==> config.mk <==
export PLATFORM = sky130hd
export DESIGN_NAME = breakout_game_ctrl_flat
export DESIGN_NICKNAME = d
export VERILOG_FILES = /design/src/rtl/breakout_game_ctrl_if.sv /design/src/rtl/breakout_game_ctrl.sv /design/src/flat_wrapper.sv
export SDC_FILE = /design/constraint.sdc
export NUM_CORES = 1
export LEC_CHECK = 0
export CAP_MARGIN = 30
export CORE_MARGIN = 3
export CORE_UTILIZATION = 35
export CTS_CLUSTER_DIAMETER = 200
export DETAILED_ROUTE_END_ITERATION = 7
export HOLD_SLACK_MARGIN = 0.02
export PLACE_DENSITY = 0.57
export SLEW_MARGIN = 20
export SYNTH_ARGS = -nofsm -noshare
export SYNTH_HDL_FRONTEND = slang
export SYNTH_SLANG_ARGS = --single-unit
==> constraint.sdc <==
create_clock -name clk -period 1.8 [get_ports clk]
set_input_delay 0.36 -clock clk [delete_from_list [all_inputs] [get_ports clk]]
set_output_delay 0.36 -clock clk [all_outputs]
set_load 0.01 [all_outputs]
==> src/rtl/breakout_game_ctrl_if.sv <==
// Breakout controller bus: engine/keypad inputs and game status outputs.
// slave = controller side, master = side that drives events and reads status.
interface breakout_game_ctrl_if;
    logic        frame_tick;
    logic        key_ready;
    logic [4:0]  key_code;
    logic        hit;
    logic        miss;
    logic [1:0]  state;
    logic        gra_still;
    logic [1:0]  balls;
    logic [15:0] score;
    logic        game_over;

    modport master (
        output frame_tick, key_ready, key_code, hit, miss,
        input  state, gra_still, balls, score, game_over
    );

    modport slave (
        input  frame_tick, key_ready, key_code, hit, miss,
        output state, gra_still, balls, score, game_over
    );
endinterface

==> src/rtl/breakout_game_ctrl.sv <==
// Breakout game sequencer: newgame/play/newball/over FSM, ball count, BCD score.
// Ports: clk, reset (sync, active-high), bus (slave: events in, status out).
module breakout_game_ctrl #(
    parameter int         BALLS        = 3,
    parameter int         DELAY_FRAMES = 120,
    parameter logic [4:0] START_KEY    = 5'h10
) (
    input  logic                 clk,
    input  logic                 reset,
    breakout_game_ctrl_if.slave  bus
);

    typedef enum logic [1:0] {
        S_NEWGAME = 2'b00,
        S_PLAY    = 2'b01,
        S_NEWBALL = 2'b10,
        S_OVER    = 2'b11
    } state_t;

    localparam logic [1:0] BALLS_INIT = 2'(BALLS);
    localparam logic [7:0] DELAY_INIT = 8'(DELAY_FRAMES);

    state_t      state_q, state_d;
    logic [7:0]  timer_q, timer_d;
    logic [1:0]  balls_q, balls_d;
    logic [15:0] score_q, score_d;
    logic        still_q, still_d;
    logic        over_q, over_d;
    logic        key_ready_d;
    logic        start_key;

    // Rising edge of key_ready; the edge register resets high so a key
    // held through reset cannot start a game.
    assign start_key = bus.key_ready & ~key_ready_d
                     & (bus.key_code == START_KEY);

    function automatic logic [15:0] bcd_inc(input logic [15:0] v);
        logic [15:0] r;
        logic        carry;
        r     = v;
        carry = 1'b1;
        for (int i = 0; i < 4; i++) begin
            if (carry) begin
                if (r[i*4 +: 4] == 4'd9) begin
                    r[i*4 +: 4] = 4'd0;
                end else begin
                    r[i*4 +: 4] = r[i*4 +: 4] + 4'd1;
                    carry       = 1'b0;
                end
            end
        end
        return r;
    endfunction

    always_ff @(posedge clk) begin
        if (reset) begin
            state_q     <= S_NEWGAME;
            timer_q     <= '0;
            balls_q     <= BALLS_INIT;
            score_q     <= '0;
            still_q     <= 1'b1;
            over_q      <= 1'b0;
            key_ready_d <= 1'b1;
        end else begin
            state_q     <= state_d;
            timer_q     <= timer_d;
            balls_q     <= balls_d;
            score_q     <= score_d;
            still_q     <= still_d;
            over_q      <= over_d;
            key_ready_d <= bus.key_ready;
        end
    end

    always_comb begin
        state_d = state_q;
        timer_d = timer_q;
        balls_d = balls_q;
        score_d = score_q;
        case (state_q)
            S_NEWGAME: begin
                if (start_key) begin
                    state_d = S_PLAY;
                    balls_d = BALLS_INIT;
                    score_d = '0;
                end
            end
            S_PLAY: begin
                if (bus.hit && score_q != 16'h9999)
                    score_d = bcd_inc(score_q);
                if (bus.miss) begin
                    timer_d = DELAY_INIT;
                    if (balls_q > 2'd1) begin
                        state_d = S_NEWBALL;
                        balls_d = balls_q - 2'd1;
                    end else begin
                        state_d = S_OVER;
                        balls_d = '0;
                    end
                end
            end
            S_NEWBALL: begin
                // Start looks at the timer before this edge's decrement.
                if (start_key && timer_q == 8'd0)
                    state_d = S_PLAY;
                if (bus.frame_tick && timer_q != 8'd0)
                    timer_d = timer_q - 8'd1;
            end
            S_OVER: begin
                if (timer_q == 8'd0)
                    state_d = S_NEWGAME;
                else if (bus.frame_tick)
                    timer_d = timer_q - 8'd1;
            end
            default: state_d = S_NEWGAME;
        endcase
    end

    // Flags are registered from the next state so they line up with it.
    always_comb begin
        still_d = (state_d != S_PLAY);
        over_d  = (state_d == S_OVER);
    end

    assign bus.state     = state_q;
    assign bus.gra_still = still_q;
    assign bus.balls     = balls_q;
    assign bus.score     = score_q;
    assign bus.game_over = over_q;

endmodule

==> src/flat_wrapper.sv <==
// flat-port wrapper written by rule: the top's interface ports become plain ports
module breakout_game_ctrl_flat 
#(
    parameter int         BALLS        = 3,
    parameter int         DELAY_FRAMES = 120,
    parameter logic [4:0] START_KEY    = 5'h10
)
  (clk, reset, bus_frame_tick, bus_key_ready, bus_key_code, bus_hit, bus_miss, bus_state, bus_gra_still, bus_balls, bus_score, bus_game_over);
  breakout_game_ctrl_if bus_i ();
  input  logic clk;
  input  logic reset;
  input wire logic [$bits(bus_i.frame_tick)-1:0] bus_frame_tick;
  input wire logic [$bits(bus_i.key_ready)-1:0] bus_key_ready;
  input wire logic [$bits(bus_i.key_code)-1:0] bus_key_code;
  input wire logic [$bits(bus_i.hit)-1:0] bus_hit;
  input wire logic [$bits(bus_i.miss)-1:0] bus_miss;
  output wire logic [$bits(bus_i.state)-1:0] bus_state;
  output wire logic [$bits(bus_i.gra_still)-1:0] bus_gra_still;
  output wire logic [$bits(bus_i.balls)-1:0] bus_balls;
  output wire logic [$bits(bus_i.score)-1:0] bus_score;
  output wire logic [$bits(bus_i.game_over)-1:0] bus_game_over;
  assign bus_i.frame_tick = bus_frame_tick;
  assign bus_i.key_ready = bus_key_ready;
  assign bus_i.key_code = bus_key_code;
  assign bus_i.hit = bus_hit;
  assign bus_i.miss = bus_miss;
  assign bus_state = bus_i.state;
  assign bus_gra_still = bus_i.gra_still;
  assign bus_balls = bus_i.balls;
  assign bus_score = bus_i.score;
  assign bus_game_over = bus_i.game_over;
  breakout_game_ctrl #(.BALLS(BALLS), .DELAY_FRAMES(DELAY_FRAMES), .START_KEY(START_KEY)) u_core (.clk(clk), .reset(reset), .bus(bus_i));
endmodule
; Word level (Yosys, flattened, before mapping)
; Index checks and enable logic that the tools add are counted.
[classes]
n_addsub = 6
multipliers = 0
n_div = 0
n_lt_le_gt_ge = 1
n_eq_ne = 20
shift = 0
muxes = 36
bitwise = 3
n_reduce_logical = 14
[op_table]
columns = op, n
row1 = $mux 16, 2
row2 = $mux 8, 4
row3 = $pmux 16 s2, 1
row4 = $mux 4, 7
row5 = $pmux 8 s3, 1
row6 = $add 4x1->4 const B, 4
row7 = $eq 4x4->1 const B, 4
row8 = $ne 16x16->1 const B, 1
row9 = $mux 2, 7
row10 = $ne 2x1->1 const B, 7
row11 = $mux 1, 12
row12 = $reduce_and 4->1, 3
row13 = $logic_not 8->1, 1
row14 = $pmux 2 s4, 1
row15 = $reduce_bool 8->1, 1
row16 = $sub 8x1->8 const B, 1
row17 = $eq 2x2->1 const B, 3
row18 = $ne 2x2->1 const B, 3
row19 = $reduce_and 3->1, 2
row20 = $eq 5x5->1 const B, 1
row21 = $reduce_and 5->1, 1
row22 = $pmux 2 s2, 1
row23 = $logic_and 1x1->1, 3
row24 = $reduce_bool 3->1, 1
row25 = 7 further kinds, 8
[word_totals]
reg_bits = 31
latchBits = 0
ram_bits = 0
mem_bits_ro = 0
input_bits = 11
output_inout_bits = 22
wordCells = 90
memories = 0

; Logic depth before layout (Yosys ltp)
[logic_depth]
depth_word = 13
ltp_mapped = 8
mapped_depth_nobuf = 6

; Worst setup path before layout
; No wires, ideal clock.
[synth_path]
kind = reg-to-reg
start = register u_core.state_q[0], in the netlist u_core.bus.state[0]
end = register u_core.timer_q[4]
t_arrival_ps = 1907
required_ps = 1725
path_slack_ps = -182
stages_incl_launch_ff = 7
synth_period_minus_slack_ps = 1982
path_cell_list = dfxtp_1 inv_1 ha_1 nor2_1 o221ai_1 or4b_2 a31oi_1
[synth_via]
elab_chain_cells = 3
elab_cells_between_ends = 10
[synth_rtl]
columns = item, line
row1 = "start, declared", breakout_game_ctrl.sv:23  ; state_t state_q, state_d;
row2 = "start signal, assigned", breakout_game_ctrl.sv:65  ; state_q <= state_d;
row3 = $eq 2x2->1 / $eq 2x1->1 (equally long branches), breakout_game_ctrl.sv:80  ; case (state_q)
row4 = $ne 2x2->1 (no source line) (tied with other cells), n/a
row5 = $reduce_and 5->1 (no source line), n/a
row6 = "end signal, assigned", breakout_game_ctrl.sv:66  ; timer_q <= timer_d;
row7 = "end, declared", breakout_game_ctrl.sv:24  ; logic [7:0] timer_q, timer_d;
; Several ways; a longest one is shown, not always the timed one.
; A chain may end at the register's enable or synchronous reset.

; Worst setup path after layout
[layout_path]
start = register u_core.state_q[1], in the netlist u_core.bus.state[1]
end = register u_core.timer_q[3]
; The elaborated chain is that of the path after synthesis.

==> run metrics <==
Clock Pin Slew Worst Setup and Hold Paths 70 ps; Post-Layout Cell Count 394; Static Leakage 1.191 nW; Inserted Clock Buffers 5; total gr overflow 0; Skew-Pair Late Insertion Delay 290 ps; most common flop cell mapped by yosys dfxtp_1; Worst EP required 2020 ps; global-route wire length before repair 8894 µm; Placed Cells 377; register bit count reported by yosys 31; Finish-stage setup viols 0; Overall Global Routing Usage 0.1747; Synth Area in Compound Gates 0.2444; design area 3019 µm²; final core occ 0.5764; fmax 0.5647 GHz; Ports 33; vias per cell 5.358; Synth Area in Simple Gates 0.2850; P_int 994.2 µW; CTS tree done; Final Skew 5.879 ps; placed cell area 2768 µm²; status complete, no violations; CP max stage delay 460 ps; Horiz. Die Dim 80.46 µm; Top delay family on crit path simple AND/OR/NAND/NOR gates; Synth Area in Adders 0.09026; Switch Pwr 316.5 µW; proportion of layout cells with a drive suffix above 1 0.3272; final cycle utilization of the critical path 0.9839; crit-path cells inv_4 -> ha_2 -> o221ai_4 -> buf_4 -> or4_1 -> a31oi_1; area growth from synthesis to layout 55.58%; largest family of logic cells by synthesized area simple AND/OR/NAND/NOR gates; most frequent cells in the layout 65 x buf_4, 28 x clkdlybuf4s50_1, 27 x dfxtp_1; Die Y 80.46 µm; Sequential Power Share 0.524; clock buffer depth 2; sw frac 0.2415; # diodes 0; Seq/Total Area, Yosys 0.3198; std cell rows 26; Post-Route WL 5558 µm; max_cap viols 0; multiplexer area fraction after synthesis 0.01676; Vias 2111; Yosys cell types 55; H-tree depth 2; Pre-Repair DR Iteration Count 4; element type at the critical path end register; CP bufs+invs 2; CTS Root Cell clkbuf_8; core area 5238 µm²; initial antenna violation count 0; CP max-delay cell or4_1; DR DRC count 0; uppermost layer routed met4; Initial DRC Count 111; Synth Warn # 0; CP max FO 5; most common cell after layout, fill and taps aside buf_4; async set-reset flop share out of synthesis 0; kind of critical path reg -> reg; top cell type's share of synthesized area 0.3198; Die ar. 6474 µm²; combinational power share 0.064; Mapped Nets 249; fin nets 348; port buffer count 32; GP Congestion 0.8132; top cells by area, synth dfxtp_1 32%, ha_1 9.0%, nor2_1 3.5%; RSZ-0062 raised after global routing true; routed wl met2 2563 µm; Cell Area, Synth 1941 µm²; Final Hold Vio Count 0; clock group share of total power 0.412; Routed Antenna Nets 0; R2R Setup Slk 30 ps; Post-Synth XOR/XNOR Area 0; worst-margin pin slew 456.6 ps; hold-fix buffers at CTS 0; Initial Util 0.3705; post-route minimum period 1771 ps; fillcell total 473; Max Slew Vio Count 0; largest net degree at the start of global routing 13; number of synthesized flops with an enable pin 0; Worst Setup Start Kind register; power per standard cell area 434.1 nW/µm²; Detail Placement HPWL 4235 µm; cell count after synthesis 224; syn avg cell area 8.663 µm²; arrival time at the worst endpoint 1990 ps; HP Class reg -> reg; drt wl/cell 14.11 µm; Met3 Wirelength 292 µm; Rel. slew slack 0.6946; Metal-1 WL 2644 µm; Clock Sinks 31; Peak VDD IR 270.8 µV; largest area contributor in the netlist dfxtp_1; vias in the first global route 1930
==> state kept, by name, summed over array words and instances, names as in the netlist <==
signal                cells
u_core.bus.balls          2
u_core.bus.state          2
u_core.bus.game_over      1
u_core.timer_q            8
u_core.key_ready_d        1
u_core.bus.score         16
u_core.bus.gra_still      1
==> stage by stage <==
stage	total power [mW]	hold WS [ps]	TNS, ps	setup slack (ps)
after floorplan	0.7356	462.8	-16.67	-10.21
after global placement	0.7861	479.3	-8900	-453.9
after detailed placement	0.7861	479.5	-9429	-500.0
after CTS	1.329	492.0	-3.231	-3.231
after global routing	1.367	505.5	-150.6	-34.60
final	1.311	487.0	0	29.02
==> power by group through the flow <==
| stage | combinational, mW | clock (mW) | sequential, mW |
|---|---|---|---|
| after floorplan | 0.0302 | 0 | 0.705 |
| after global placement | 0.0807 | 0 | 0.705 |
| after detailed placement | 0.0806 | 0 | 0.705 |
| after CTS | 0.0811 | 0.560 | 0.688 |
| after global routing | 0.0907 | 0.589 | 0.687 |
| final | 0.0837 | 0.540 | 0.687 |
==> worst min-delay path: cells and delay by family (launching register included) <==
family | cells | cell delay, ps
compound gates | 1 | 70
buf+inv | 1 | 70
flops | 1 | 310
==> layout make-up <==
type,count,area (µm²),share of cell area
Timing Repair Buffer,99,829.5,0.2748
Clock inverter,3,15.01,0.004973
Tap cell,70,87.58,0.02901
Sequential cell,31,630.6,0.2089
Clock buffer,5,68.82,0.02279
Inverter,13,53.80,0.01782
Multi-Input combinational cell,173,1334,0.4418
==> path summary, 6_finish.rpt <==
check                                            to           startpoint  cells past startpoint
worst max-delay path              u_core.timer_q[3]  u_core.bus.state[1]                      6
worst min-delay path            u_core.bus.score[5]  u_core.bus.score[5]                      2
worst max register to register    u_core.timer_q[3]  u_core.bus.state[1]                      6
worst min register to register  u_core.bus.score[5]  u_core.bus.score[5]                      2
==> cells in the mapped netlist (2+ instances only) <==
cell and n:
dfxtp_1 31, nor2_1 18, ha_1 14, inv_1 13
nand2_1 11, a31oi_1 9, nand3_1 9, o21ai_0 9
a21oi_1 8, or3_1 7, nor3_1 6, o31ai_1 6
nand2b_1 5, nand4_1 5, or4_1 5, a41oi_1 4
clkbuf_1 4, nand3b_1 4, o211ai_1 4, and3b_1 3
nand4b_1 3, o41ai_1 3, a21o_1 2, and3_1 2
buf_2 2, mux2_2 2, nor4_1 2, o2111ai_1 2
o21a_1 2, o311ai_0 2, o32ai_1 2, or4_4 2
==> kinds of logic after synthesis <==
| logic type | count (synthesis) |
|---|---|
| adders and majority gates | 14 |
| muxes | 3 |
| DFF | 31 |
| buffers and inverters | 20 |
| AOI/OAI and AO/OA | 64 |
| and+or+nand+nor | 92 |
==> metal layers <==
| layer | track usage | up-vias |
|---|---|---|
| met5 | 0 | - |
| met4 | 0.05068 | 0 |
| met3 | 0.03587 | 5 |
| met2 | 0.2790 | 52 |
| met1 | 0.2364 | 977 |
| li1 | - | 1077 |
==> what timing repair did <==
item	CTS	global route
endpoints found under the setup margin	22	22
pin swaps	8	14
gates resized for setup	15	18
setup buffers	5	4
(Power assumes the default switching activity.)
